### config.mk
export PLATFORM = sky130hd
export DESIGN_NAME = dbus_initiator
export DESIGN_NICKNAME = d
export VERILOG_FILES = /design/src/rtl/mem_bus_defines.sv /design/src/rtl/dbus_sat_counter.sv /design/src/rtl/dbus_initiator.sv
export SDC_FILE = /design/constraint.sdc
export NUM_CORES = 1
export LEC_CHECK = 0
export ABC_CLOCK_PERIOD_IN_PS = 3800
export CAP_MARGIN = 25
export CELL_PAD_IN_SITES_DETAIL_PLACEMENT = 0
export CELL_PAD_IN_SITES_GLOBAL_PLACEMENT = 1
export CORE_AREA = 8 8 132 134
export DETAILED_ROUTE_END_ITERATION = 7
export DIE_AREA = 0 0 140 142
export PLACE_DENSITY = 0.86
export SLEW_MARGIN = 5
export SYNTH_ARGS = -nofsm -noshare
export SYNTH_HDL_FRONTEND = slang
export SYNTH_SLANG_ARGS = --single-unit
### constraint.sdc
create_clock -name Clk -period 3.8 [get_ports Clk]
set_input_delay 0.57 -clock Clk [delete_from_list [all_inputs] [get_ports Clk]]
set_output_delay 0.57 -clock Clk [all_outputs]
set_load 0.05 [all_outputs]
### src/rtl/mem_bus_defines.sv
// -----------------------------------------------------------------------------
// mem_bus_defines
//   Shared definitions for the MEM-stage data bus.
//   - MA_* : bit positions inside the memory-access control field (rw, en).
//   - DBUSO: initiator-to-responder bundle, packed as {addr, wdata, ma}.
//   - DBUSI: responder-to-initiator bundle, packed as {miss, rdata}.
//   - dbi_state_e: state encoding of the data-bus initiator.
//   The field helpers take the data width because the bundles are sized by
//   the instantiating module's parameters.
// -----------------------------------------------------------------------------
package mem_bus_defines;

  localparam int MA_RW    = 0;
  localparam int MA_EN    = 1;
  localparam int MA_WIDTH = 2;

  // DBUSO = {addr, wdata, ma}
  localparam int DBUSO_MA_LSB    = 0;
  localparam int DBUSO_WDATA_LSB = MA_WIDTH;

  function automatic int dbuso_addr_lsb(input int data_width);
    return MA_WIDTH + data_width;
  endfunction

  function automatic int dbuso_width(input int addr_width, input int data_width);
    return addr_width + data_width + MA_WIDTH;
  endfunction

  // DBUSI = {miss, rdata}
  localparam int DBUSI_RDATA_LSB = 0;

  function automatic int dbusi_miss_pos(input int data_width);
    return data_width;
  endfunction

  typedef enum logic [1:0] {
    DBI_IDLE   = 2'd0,
    DBI_ACCESS = 2'd1,
    DBI_RESP   = 2'd2
  } dbi_state_e;

endpackage

### src/rtl/dbus_sat_counter.sv
// -----------------------------------------------------------------------------
// dbus_sat_counter
//   Free-running event counter that sticks at all-ones instead of wrapping.
//   Ports:
//     Clk   - clock, rising edge
//     Rst   - asynchronous active-low reset, clears the count
//     inc   - count one event this cycle
//     count - current count
// -----------------------------------------------------------------------------
module dbus_sat_counter #(
  parameter int WIDTH = 32
) (
  input  logic             Clk,
  input  logic             Rst,
  input  logic             inc,
  output logic [WIDTH-1:0] count
);

  logic [WIDTH-1:0] count_reg;

  always_ff @(posedge Clk or negedge Rst) begin
    if (!Rst) begin
      count_reg <= '0;
    end else if (inc && (count_reg != '1)) begin
      count_reg <= count_reg + WIDTH'(1);
    end
  end

  assign count = count_reg;

endmodule

### src/rtl/dbus_initiator.sv
// -----------------------------------------------------------------------------
// dbus_initiator
//   MEM-stage data-bus initiator. Takes one load/store request from the
//   pipeline, drives it onto the data bus until the responder stops signalling
//   miss (or a miss timeout expires), stalls the pipeline meanwhile and hands
//   back a one-cycle response with the load data.
//
//   Optional feature: define DBUS_INITIATOR_STATS_EN to build the access and
//   miss-cycle statistics counters; otherwise stat_* are tied to 0.
//
//   Ports:
//     Clk, Rst           clock / asynchronous active-low reset
//     req_valid/rw/addr/wdata   pipeline request (held while stall_o=1)
//     stall_o            freeze pipeline
//     rsp_valid          one-cycle completion pulse
//     rsp_rdata          load data (held until the next load completes)
//     rsp_err            with rsp_valid: aborted by miss timeout
//     bus_addr/wdata/rw/en      registered bus drive, all 0 while idle
//     bus_rdata, bus_miss       responder return path
//     stat_access, stat_miss    completed accesses / miss cycles
// -----------------------------------------------------------------------------
module dbus_initiator
  import mem_bus_defines::*;
#(
  parameter int ADDR_WIDTH   = 32,
  parameter int DATA_WIDTH   = 32,
  parameter int MISS_TIMEOUT = 255
) (
  input  logic                  Clk,
  input  logic                  Rst,
  input  logic                  req_valid,
  input  logic                  req_rw,
  input  logic [ADDR_WIDTH-1:0] req_addr,
  input  logic [DATA_WIDTH-1:0] req_wdata,
  output logic                  stall_o,
  output logic                  rsp_valid,
  output logic [DATA_WIDTH-1:0] rsp_rdata,
  output logic                  rsp_err,
  output logic [ADDR_WIDTH-1:0] bus_addr,
  output logic [DATA_WIDTH-1:0] bus_wdata,
  output logic                  bus_rw,
  output logic                  bus_en,
  input  logic [DATA_WIDTH-1:0] bus_rdata,
  input  logic                  bus_miss,
  output logic [31:0]           stat_access,
  output logic [31:0]           stat_miss
);

  localparam int DBUSO_W  = dbuso_width(ADDR_WIDTH, DATA_WIDTH);
  localparam int ADDR_LSB = dbuso_addr_lsb(DATA_WIDTH);
  localparam int MISS_POS = dbusi_miss_pos(DATA_WIDTH);
  localparam int MCW      = (MISS_TIMEOUT < 1) ? 1 : $clog2(MISS_TIMEOUT + 1);
  // Value of the miss counter on the last permitted miss cycle.
  localparam logic [MCW-1:0] MISS_LAST = (MISS_TIMEOUT < 1) ? '0 : MCW'(MISS_TIMEOUT - 1);

  dbi_state_e            state_reg, state_next;
  // The bus drive register doubles as the latched request: it is loaded once
  // in IDLE and cleared on leaving ACCESS, so bus fields read 0 when idle.
  logic [DBUSO_W-1:0]    dbuso_reg, dbuso_next;
  logic [MCW-1:0]        miss_cnt_reg, miss_cnt_next;
  logic                  rsp_valid_reg, rsp_valid_next;
  logic                  rsp_err_reg, rsp_err_next;
  logic [DATA_WIDTH-1:0] rsp_rdata_reg, rsp_rdata_next;
  logic                  stall_next;

  logic [DATA_WIDTH:0]   dbusi;
  logic                  miss_in;
  logic                  timeout_hit;
  logic                  access_miss;

  assign dbusi       = {bus_miss, bus_rdata};
  assign miss_in     = dbusi[MISS_POS];
  assign timeout_hit = (MISS_TIMEOUT != 0) && (miss_cnt_reg == MISS_LAST);
  assign access_miss = (state_reg == DBI_ACCESS) && miss_in;

  always_ff @(posedge Clk or negedge Rst) begin
    if (!Rst) begin
      state_reg     <= DBI_IDLE;
      dbuso_reg     <= '0;
      miss_cnt_reg  <= '0;
      rsp_valid_reg <= 1'b0;
      rsp_err_reg   <= 1'b0;
      rsp_rdata_reg <= '0;
    end else begin
      state_reg     <= state_next;
      dbuso_reg     <= dbuso_next;
      miss_cnt_reg  <= miss_cnt_next;
      rsp_valid_reg <= rsp_valid_next;
      rsp_err_reg   <= rsp_err_next;
      rsp_rdata_reg <= rsp_rdata_next;
    end
  end

  always_comb begin
    state_next     = state_reg;
    dbuso_next     = dbuso_reg;
    miss_cnt_next  = miss_cnt_reg;
    rsp_valid_next = 1'b0;
    rsp_err_next   = 1'b0;
    rsp_rdata_next = rsp_rdata_reg;
    stall_next     = 1'b0;

    case (state_reg)
      DBI_IDLE: begin
        stall_next = req_valid;
        if (req_valid) begin
          state_next                                    = DBI_ACCESS;
          miss_cnt_next                                 = '0;
          dbuso_next                                    = '0;
          dbuso_next[ADDR_LSB +: ADDR_WIDTH]            = req_addr;
          dbuso_next[DBUSO_WDATA_LSB +: DATA_WIDTH]     = req_wdata;
          dbuso_next[DBUSO_MA_LSB + MA_RW]              = req_rw;
          dbuso_next[DBUSO_MA_LSB + MA_EN]              = 1'b1;
        end
      end

      DBI_ACCESS: begin
        stall_next = 1'b1;
        if (!miss_in) begin
          state_next     = DBI_RESP;
          rsp_valid_next = 1'b1;
          dbuso_next     = '0;
          if (!dbuso_reg[DBUSO_MA_LSB + MA_RW]) begin
            rsp_rdata_next = dbusi[DBUSI_RDATA_LSB +: DATA_WIDTH];
          end
        end else begin
          if (miss_cnt_reg != '1) begin
            miss_cnt_next = miss_cnt_reg + MCW'(1);
          end
          if (timeout_hit) begin
            state_next     = DBI_RESP;
            rsp_valid_next = 1'b1;
            rsp_err_next   = 1'b1;
            dbuso_next     = '0;
          end
        end
      end

      DBI_RESP: begin
        state_next = DBI_IDLE;
      end

      default: begin
        state_next = DBI_IDLE;
        dbuso_next = '0;
      end
    endcase
  end

  // stall_o is combinational in IDLE; gate it with reset so it drops
  // together with the registered outputs when reset is asserted.
  assign stall_o   = stall_next & Rst;
  assign rsp_valid = rsp_valid_reg;
  assign rsp_err   = rsp_err_reg;
  assign rsp_rdata = rsp_rdata_reg;
  assign bus_addr  = dbuso_reg[ADDR_LSB +: ADDR_WIDTH];
  assign bus_wdata = dbuso_reg[DBUSO_WDATA_LSB +: DATA_WIDTH];
  assign bus_rw    = dbuso_reg[DBUSO_MA_LSB + MA_RW];
  assign bus_en    = dbuso_reg[DBUSO_MA_LSB + MA_EN];

`ifdef DBUS_INITIATOR_STATS_EN
  dbus_sat_counter #(.WIDTH(32)) u_stat_access (
    .Clk   (Clk),
    .Rst   (Rst),
    .inc   (rsp_valid_reg),
    .count (stat_access)
  );

  dbus_sat_counter #(.WIDTH(32)) u_stat_miss (
    .Clk   (Clk),
    .Rst   (Rst),
    .inc   (access_miss),
    .count (stat_miss)
  );
`else
  logic unused_stats;
  assign unused_stats = access_miss;
  assign stat_access  = '0;
  assign stat_miss    = '0;
`endif

endmodule

==> results.txt, run 1 <==
Status: finished clean
Final ANT Viol Nets: 0
Min Tclk post-route: 2.83 ns
Register area share after synthesis: 0.594
Setup CP Type: in -> out
Metal-1 WL: 5600 um
Setup TNS: 0 ns
YS warnings: 0
Post-CTS Setup Bufs: 0
Commonest cells after routing, fill and taps aside: clkdlybuf4s50_1, dfrtp_1, a22o_1, conb_1, mux2_2
Reg clk slew, reported paths: 0.07 ns
DRT iter0 DRCs: 147
Post-synth EDFFs: 0
Final WL: 13100 um
Rows: 46
Met3 Routed Length: 1320 um
Switching share of power: 0.461
I/O Buffers: 201
Synth Register Bits: 110
Dpl cell area: 0.00661 mm2
Switch Pwr: 2.67 mW
Slew headroom: 0.501
Global route overflow: 0
Worst-skew pair later-pin latency: 0.35 ns
Final period utilization: 0.744
Yosys cell types: 35
Post-synth top flop: dfrtp_1
Setup WS post-layout: 0.973 ns
Setup Skew: 0.00909 ns
Crit Path Max Fanout: 3
Comb pwr share: 0.523
Post-Synth XOR/XNOR Area: 0
Initial Util: 0.300
Gate Count Post-Synth: 350
Initial antenna violation count: 0
Root buf cell: clkbuf_16
Met2 WL: 5920 um
Slew @ Worst Pin: 0.749 ns
Largest family of logic cells by synthesized area: compound AO/OA/AOI/OAI gates
First-pass DRT Iterations: 4
Mean post-synth cell area: 13.2 um2
Synth Area in Simple Gates: 0.0465
Clock network power share: 0.163
Filler-free cell count of the finished design: 746
Endpoints failing setup: 0
Final Wtd Congestion: 0.777
Die area: 0.0199 mm2
Max-Cap Viols: 0
Maximum VDD drop: 0.000384 V
Hold Crit Class: in -> async
CTS H-Tree Depth: 3
N_diodes: 0
Synth Cell Area: 0.00463 mm2
Post-CTS resize count: 0
Final hold violations: 0
Achievable Freq: 354 MHz
Area grow syn2layout: 49.3%
Post-route cell area: 0.00691 mm2
Crit path required time: 3.23 ns
Static Leak: 3.06 nW
Clock tree buffer depth: 2
Synth Area in Adders: 0.00540
Clk sinks: 110
DP Worst Slack: 0.974 ns
CP startpoint kind: input port
Pwr dens: 837 mW/mm2
Most common cell after layout, fill and taps aside: clkdlybuf4s50_1
Reg2reg setup slack: 1.81 ns
Total number of vias: 3302
Post-synthesis mux area share: 0.0821
FFs w/ async S/R, synth: 1.00
Die X: 140 um
# DRC: 0
Layout fillers: 1382
Largest net degree at the start of global routing: 61
CORE AREA: 0.0154 mm2
Fin. max-slew vios: 0
Vias in the first global route: 3733
Post-synthesis compound-gate area fraction: 0.144
Hold Buf Count CTS: 0
GRT Util Overall: 0.129
DP HPWL: 10100 um
Via density: 4.43
Layout cells sized above 1: 0.105
CP Capture Type: output pin
Highest metal used: met4
Die height: 142 um
Nets: 652
DP Cell Count: 730
Crit path DAT: 2.26 ns
CTS tree: built
Pint: 3.12 mW
Max FFs per register: 66
Seq pwr share: 0.314
IO Count: 266
CTS buffer count: 9
RSZ-0062 raised after global routing: false
First-pass GRT wire length: 20300 um
Routed len/inst: 17.6 um
Finished Core Util: 0.448
==> synth_stat cells (2+ instances only) <==
master    number  area (um2)
nand3_1        2        10.0
mux2i_1        2        20.0
nor2_1         8        30.0
buf_2          8        40.0
nor2b_1        2        12.5
and4_1         3        26.3
nand3b_1       2        15.0
o21ai_0        2        10.0
dfrtp_1      110        2750
ha_1           2        25.0
o31ai_1        2        15.0
a31oi_1        2        12.5
mux2_2        30         338
a22o_1        65         569
clkbuf_1       6        22.5
or4_1          3        22.5
nand2_1       10        37.5
buf_4         68         510
mux2_1         2        22.5
a21oi_1        6        30.0
==> per-stage QoR <==
| stage | power (mW) | hold WS (ns) |
|---|---|---|
| final | 5.79 | 0.334 |
| after global routing | 6.07 | 0.387 |
| after CTS | 5.87 | 0.363 |
| after detailed placement | 4.90 | 0.487 |
| after global placement | 4.85 | 0.466 |
| after floorplan | 3.84 | 0.274 |
==> layer usage <==
metal  vias to the layer above  GRT usage
li1                       1530          -
met1                      1566      0.149
met2                       190      0.205
met3                        16     0.0560
met4                         0     0.0571
met5                         -          0
==> worst max-delay path: stages <==
cell and delay, ns:
clkdlybuf4s50_1 0.52, nor2_1 0.05, nor3b_1 0.25, clkdlybuf4s50_1 0.86
==> power groups by stage <==
stage	registers (mW)	logic [mW]	clock network (mW)
final	1.82	3.03	0.941
after floorplan	3.09	0.750	0
after CTS	1.82	3.06	0.986
after global routing	1.88	3.15	1.04
after global placement	1.82	3.03	0
after detailed placement	1.84	3.06	0
==> cell families after synthesis <==
family,Yosys count
buf+inv,84
other cells,1
simple gates,38
flops,110
mux,34
fa+ha+maj,2
compound gates,81
==> cell type report <==
class                           instances  area (um2)  share of cell area
Clock inverter                          6        71.3              0.0103
Multi-Input combinational cell        219        1560               0.225
Tap cell                              192         240              0.0347
Timing Repair Buffer                  208        2060               0.298
Inverter                                1        3.75            0.000543
Clock buffer                           10         229              0.0331
Sequential cell                       110        2750               0.398
==> worst paths after layout <==
| check | end | cells past startpoint | from |
|---|---|---|---|
| max in group asynchronous | rsp_rdata[8]$_DFFE_PN0P_ | 3 | Rst |
| worst min-delay path | rsp_rdata[21]$_DFFE_PN0P_ | 2 | Rst |
| worst max-delay path | stall_o | 4 | req_valid |
| worst max register to register | rsp_rdata[22]$_DFFE_PN0P_ | 4 | state_reg[0]$_DFFE_PN0P_ |
| min in group Clk | rsp_rdata[5]$_DFFE_PN0P_ | 1 | rsp_rdata[5]$_DFFE_PN0P_ |
| worst min register to register | rsp_rdata[5]$_DFFE_PN0P_ | 1 | rsp_rdata[5]$_DFFE_PN0P_ |
(Power assumes the default switching activity.)
==> run 2, diff against run 1 <==
--- a/config.mk
+++ b/config.mk
@@ -5,14 +5,14 @@
 export SDC_FILE = /design/constraint.sdc
 export NUM_CORES = 1
 export LEC_CHECK = 0
-export ABC_CLOCK_PERIOD_IN_PS = 3800
+export ABC_CLOCK_PERIOD_IN_PS = 2700
 export CAP_MARGIN = 25
 export CELL_PAD_IN_SITES_DETAIL_PLACEMENT = 0
 export CELL_PAD_IN_SITES_GLOBAL_PLACEMENT = 1
-export CORE_AREA = 8 8 132 134
+export CORE_AREA = 8 8 136 138
 export DETAILED_ROUTE_END_ITERATION = 7
-export DIE_AREA = 0 0 140 142
-export PLACE_DENSITY = 0.86
+export DIE_AREA = 0 0 144 146
+export PLACE_DENSITY = 0.81
 export SLEW_MARGIN = 5
 export SYNTH_ARGS = -nofsm -noshare
 export SYNTH_HDL_FRONTEND = slang
==> constraint.sdc (replaced) <==
create_clock -name Clk -period 2.7 [get_ports Clk]
set_input_delay 0.405 -clock Clk [delete_from_list [all_inputs] [get_ports Clk]]
set_output_delay 0.405 -clock Clk [all_outputs]
set_load 0.05 [all_outputs]
==> run 2 against run 1 <==
First-iteration DRC count shrank 14%. Core utilization fell by 2.0 points. Critical path type unchanged. Via count is 0.94% higher. Flip-flop and latch count stayed put. Critical endpoint unchanged.
==> results.txt, run 2 (synthesized netlist as in run 1, its figures left out) <==
Total number of vias: 3333 (+0.94%)
GRT Util Overall: 0.122 (-0.00719)
Global route overflow: 0 (unchanged)
Status: finished clean
RSZ-0062 raised after global routing: false
I/O Buffers: 201 (unchanged)
Commonest cells after routing, fill and taps aside: clkdlybuf4s50_1, dfrtp_1, a22o_1, conb_1, mux2_2
# DRC: 0 (unchanged)
Final WL: 13100 um (about the same)
Crit path required time: 2.30 ns (-0.93 ns)
Setup WS post-layout: 0.516 ns (-0.457 ns)
Fin. max-slew vios: 0 (unchanged)
Die X: 144 um (+2.9%)
Root buf cell: clkbuf_16
Clock tree buffer depth: 2 (unchanged)
Slew @ Worst Pin: 0.685 ns (-0.0636 ns)
Achievable Freq: 458 MHz
DRT iter0 DRCs: 127 (-14%)
CTS H-Tree Depth: 3 (unchanged)
Static Leak: 3.08 nW (+0.60%)
CP startpoint kind: input port
Pwr dens: 1170 mW/mm2 (+39%)
Initial antenna violation count: 1 (+1)
Final ANT Viol Nets: 0 (unchanged)
Routed len/inst: 16.9 um (-3.9%)
Area grow syn2layout: 50.6%
Reg2reg setup slack: 0.71 ns (-1.10 ns)
DP Worst Slack: 0.417 ns (-0.557 ns)
Clk sinks: 110 (unchanged)
First-pass GRT wire length: 20100 um (-1.1%)
Max-Cap Viols: 0 (unchanged)
Crit path DAT: 1.78 ns (-0.48 ns)
Reg2reg path depth: 5 (+1)
Worst-skew pair later-pin latency: 0.36 ns (about the same)
Setup crit end: stall_o
DP HPWL: 10100 um (about the same)
Setup TNS: 0 ns (unchanged)
Hold Crit Class: in -> async
CTS tree: built
IO Count: 266 (unchanged)
Endpoints failing setup: 0 (unchanged)
Post-CTS Setup Bufs: 0 (unchanged)
Die area: 0.0210 mm2 (+5.8%)
Min Tclk post-route: 2.18 ns
RR Startpoint: miss_cnt_reg[0]$_DFFE_PN0P_
Layout fillers: 1519 (+9.9%)
Rows: 47 (+2.2%)
Slew headroom: 0.540 (+0.0397)
CTS buffer count: 9 (unchanged)
Crit Path Max Fanout: 22 (+19)
Setup CP Type: in -> out
Nets: 653 (+0.15%)
First-pass DRT Iterations: 4 (unchanged)
Max FFs per register: 66 (unchanged)
Final Wtd Congestion: 0.772 (-0.66%)
Via density: 4.30 (-3.0%)
Largest net degree at the start of global routing: 48 (-21%)
RR Endpoint: miss_cnt_reg[7]$_DFFE_PN0P_
Die height: 146 um (+2.8%)
Final hold violations: 0 (unchanged)
Final period utilization: 0.809
Setup Skew: 0.0114 ns (+0.00235 ns)
CORE AREA: 0.0163 mm2 (+5.6%)
Hold Slack: 0.476 ns (+0.142 ns)
Vias in the first global route: 3694 (-1.0%)
Maximum VDD drop: 0.000536 V (+40%)
Reg clk slew, reported paths: 0.08 ns (about the same)
Layout cells sized above 1: 0.108 (+0.00341)
Initial Util: 0.284 (-0.0159)
Most common cell after layout, fill and taps aside: clkdlybuf4s50_1
Critical path startpoint: Rst
CP Capture Type: output pin
[run 2: worst max-delay path, stage by stage]
cell and delay (ns):
dlygate4sd3_1 0.53, buf_4 0.28, nor3b_1 0.37, buf_12 0.19
[run 2: worst min-delay path by stage]
stage               slack [ns]                          end  start
floorplan                 0.11     dbuso_reg[0]$_DFFE_PN0P_    Rst
global placement          0.30    rsp_rdata[15]$_DFFE_PN0P_    Rst
detailed placement        0.30    rsp_rdata[20]$_DFFE_PN0P_    Rst
CTS                       0.45    rsp_rdata[20]$_DFFE_PN0P_    Rst
global route              0.48    rsp_rdata[10]$_DFFE_PN0P_    Rst
finish                    0.48  miss_cnt_reg[4]$_DFFE_PN0P_    Rst
[run 2: cell type report]
cell class              instances  area (um2)  area share
diodes                          1        2.50    0.000359
clock buffers                   9         225      0.0323
clock inverters                 7        78.8      0.0113
inverters                       1        3.75    0.000538
multi-input cells             219        1560       0.223
flip-flops and latches        110        2750       0.395
well taps                     220         275      0.0395
repair buffers                209        2080       0.298
[run 2: stage by stage]
step / cell area (um2) / instances / power, mW / utilization
floorplan: 4870 / 413 / 5.41 / -
global placement: 6660 / 758 / 6.81 / 0.409
detailed placement: 6660 / 758 / 6.86 / 0.409
CTS: 6970 / 775 / 8.24 / 0.428
global route: 6980 / 776 / 8.52 / 0.428
finish: 6980 / 776 / 8.14 / 0.428
[run 2: what timing repair did]
action	4_1_cts	5_1_grt
gates resized for setup	0	0
hold buffers	1	0
endpoints found under the hold margin	19	0
[run 2: routing by layer]
layer	global-route usage	vias up	share of wire
met5	0	-	0
met1	0.142	1587	0.42
li1	-	1529	-
met2	0.191	202	0.44
met3	0.0574	15	0.12
met4	0.0463	0	0.019
[run 2: power breakdown]
group	total [mW]	internal [mW]	switching (mW)
Sequential	2.54	2.19	0.349
Combinational	4.26	1.47	2.79
Clock	1.34	0.661	0.675
Total	8.14	4.33	3.81
==> run 3, diff against run 2 <==
--- a/config.mk
+++ b/config.mk
@@ -5,14 +5,14 @@
 export SDC_FILE = /design/constraint.sdc
 export NUM_CORES = 1
 export LEC_CHECK = 0
-export ABC_CLOCK_PERIOD_IN_PS = 2700
+export ABC_CLOCK_PERIOD_IN_PS = 1950
 export CAP_MARGIN = 25
 export CELL_PAD_IN_SITES_DETAIL_PLACEMENT = 0
 export CELL_PAD_IN_SITES_GLOBAL_PLACEMENT = 1
-export CORE_AREA = 8 8 136 138
+export CORE_AREA = 8 8 143 145
 export DETAILED_ROUTE_END_ITERATION = 7
-export DIE_AREA = 0 0 144 146
-export PLACE_DENSITY = 0.81
+export DIE_AREA = 0 0 151 153
+export PLACE_DENSITY = 0.77
 export SLEW_MARGIN = 5
 export SYNTH_ARGS = -nofsm -noshare
 export SYNTH_HDL_FRONTEND = slang
==> constraint.sdc (replaced) <==
create_clock -name Clk -period 1.95 [get_ports Clk]
set_input_delay 0.2925 -clock Clk [delete_from_list [all_inputs] [get_ports Clk]]
set_output_delay 0.2925 -clock Clk [all_outputs]
set_load 0.05 [all_outputs]
==> run 3 against run 2 <==
Cell count increased by 2.8%. Via count decreased by 0.33%. Power grew 43%. Sequential power rose by 37%. Critical path type is now reg -> out.
==> results.txt, run 3 (synthesized netlist as in run 1, its figures left out) <==
Status: finished clean
Slew @ Worst Pin: 0.606 ns (-0.0794 ns)
Initial antenna violation count: 1 (unchanged)
Layout cells sized above 1: 0.131 (+0.0231)
Post-CTS Setup Bufs: 0 (unchanged)
Final period utilization: 0.961
Clk sinks: 110 (unchanged)
Root buf cell: clkbuf_16
CP startpoint kind: flop
Critical Path Max Stage Delay: 0.84 ns (+0.31 ns)
Final WL: 13500 um (+2.9%)
Pint: 6.35 mW (+47%)
Finished Core Util: 0.391 (-0.0371)
Setup crit end: bus_wdata[6]
Hold Crit Class: in -> async
Global route overflow: 0 (unchanged)
GRT Util Overall: 0.114 (-0.00806)
Routed len/inst: 16.9 um (about the same)
Critical path startpoint: dbuso_reg[8]$_DFFE_PN0P_
Clock network power share: 0.178 (+0.014)
Max stage delay cell, worst path: clkdlybuf4s50_1
Die X: 151 um (+4.9%)
Crit path DAT: 1.58 ns (-0.20 ns)
# DRC: 0 (unchanged)
Final ANT Viol Nets: 0 (unchanged)
Endpoints failing setup: 0 (unchanged)
Slew headroom: 0.596 (+0.0557)
Die area: 0.0231 mm2 (+9.9%)
Crit path required time: 1.66 ns (-0.64 ns)
Most common cell after layout, fill and taps aside: clkdlybuf4s50_1
RR Endpoint: miss_cnt_reg[7]$_DFFE_PN0P_
CTS H-Tree Depth: 3 (unchanged)
Rows: 50 (+6.4%)
Commonest cells after routing, fill and taps aside: clkdlybuf4s50_1, dfrtp_1, a22o_1, conb_1, mux2_2
Max-Cap Viols: 0 (unchanged)
Fin. max-slew vios: 0 (unchanged)
I/O Buffers: 201 (unchanged)
DP Worst Slack: -0.0335 ns (-0.450 ns)
Crit Path Max Fanout: 2 (-91%)
RSZ-0062 raised after global routing: false
Reg clk slew, reported paths: 0.08 ns (about the same)
CP bufs+invs: 1 (-2)
Filler-free cell count of the finished design: 798 (+2.8%)
Vias in the first global route: 3710 (+0.43%)
Final Wtd Congestion: 0.761 (-1.4%)
Hold Slack: 0.00531 ns (-0.471 ns)
CTS buffer count: 9 (unchanged)
Reg2reg path depth: 5 (unchanged)
DP Cell Count: 782 (+3.2%)
Min Tclk post-route: 1.87 ns
Largest net degree at the start of global routing: 111 (+130%)
Static Leak: 3.19 nW (+3.3%)
CTS tree: built
Comb pwr share: 0.524 (about the same)
CORE AREA: 0.0183 mm2 (+12%)
Nets: 662 (+1.4%)
Area grow syn2layout: 54.3%
Power, Total: 11.6 mW (+43%)
Max FFs per register: 66 (unchanged)
Switch Pwr: 5.29 mW (+39%)
Critical path depth: 1 (-3)
Via density: 4.16 (-3.1%)
Initial Util: 0.254 (-0.0308)
CP Capture Type: output pin
Setup WS post-layout: 0.0753 ns (-0.441 ns)
Seq pwr share: 0.298 (-0.014)
First-pass GRT wire length: 20500 um (+2.4%)
Reg2reg setup slack: 0.10 ns (-0.61 ns)
Achievable Freq: 533 MHz
DP HPWL: 10200 um (+1.2%)
Switching share of power: 0.454 (-0.0142)
First-pass DRT Iterations: 4 (unchanged)
Critical-path cell list: clkdlybuf4s50_1
Layout fillers: 1723 (+13%)
Total number of vias: 3322 (-0.33%)
Clock tree buffer depth: 2 (unchanged)
DRT iter0 DRCs: 89 (-30%)
Die height: 153 um (+4.8%)
Worst-skew pair later-pin latency: 0.35 ns (about the same)
IO Count: 266 (unchanged)
Pwr dens: 1630 mW/mm2 (+40%)
Maximum VDD drop: 0.00109 V (+100%)
Final hold violations: 0 (unchanged)
Crit-path leading delay family: buffers and inverters
N_diodes: 0 (-1)
Setup CP Type: reg -> out
Setup Skew: 0.00810 ns (-0.00335 ns)
RR Startpoint: miss_cnt_reg[0]$_DFFE_PN0P_
## run 3: worst min-delay path by stage
stage | cells after the start | startpoint | end
3_3_place_gp | 2 | Rst | rsp_rdata[3]$_DFFE_PN0P_
5_1_grt | 2 | Rst | rsp_rdata[8]$_DFFE_PN0P_
4_1_cts | 2 | Rst | dbuso_reg[56]$_DFFE_PN0P_
3_5_place_dp | 2 | Rst | rsp_rdata[9]$_DFFE_PN0P_
6_report | 2 | Rst | rsp_rdata[9]$_DFFE_PN0P_
2_1_floorplan | 0 | Rst | dbuso_reg[0]$_DFFE_PN0P_
## run 3: repair_timing
| action | in CTS | in global routing |
|---|---|---|
| resized for setup | 0 | 1 |
| setup endpoints to repair | 0 | 1 |
| hold buffers | 0 | 0 |
## run 3: area by class of cell
class,count,area (um2),share of cell area
inverter,1,3.75,0.000525
timing repair buffer,218,2200,0.308
clock buffer,9,225,0.0315
clock inverter,7,114,0.0159
tap,234,293,0.0410
multi-input combinational,219,1560,0.218
sequential,110,2750,0.385
## run 3: layer usage
layer	vias to the layer above	track usage	wire, um
met3	13	0.0428	1550
met5	-	0	0
li1	1548	-	-
met4	0	0.0481	217
met1	1560	0.136	5620
met2	201	0.179	6110
## run 3: through the flow
step,setup TNS [ns],area [um2]
floorplan,0,4870
global placement,-0.0319,6800
detailed placement,-0.0468,6800
CTS,0,7140
global route,0,7150
finish,0,7150
## run 3: power by group through the flow
stage | Sequential, mW | Combinational [mW] | Clock, mW
detailed placement | 3.52 | 6.17 | 0
floorplan | 6.03 | 1.46 | 0
finish | 3.47 | 6.10 | 2.07
global route | 3.59 | 6.37 | 2.27
CTS | 3.49 | 6.17 | 2.16
global placement | 3.50 | 6.10 | 0
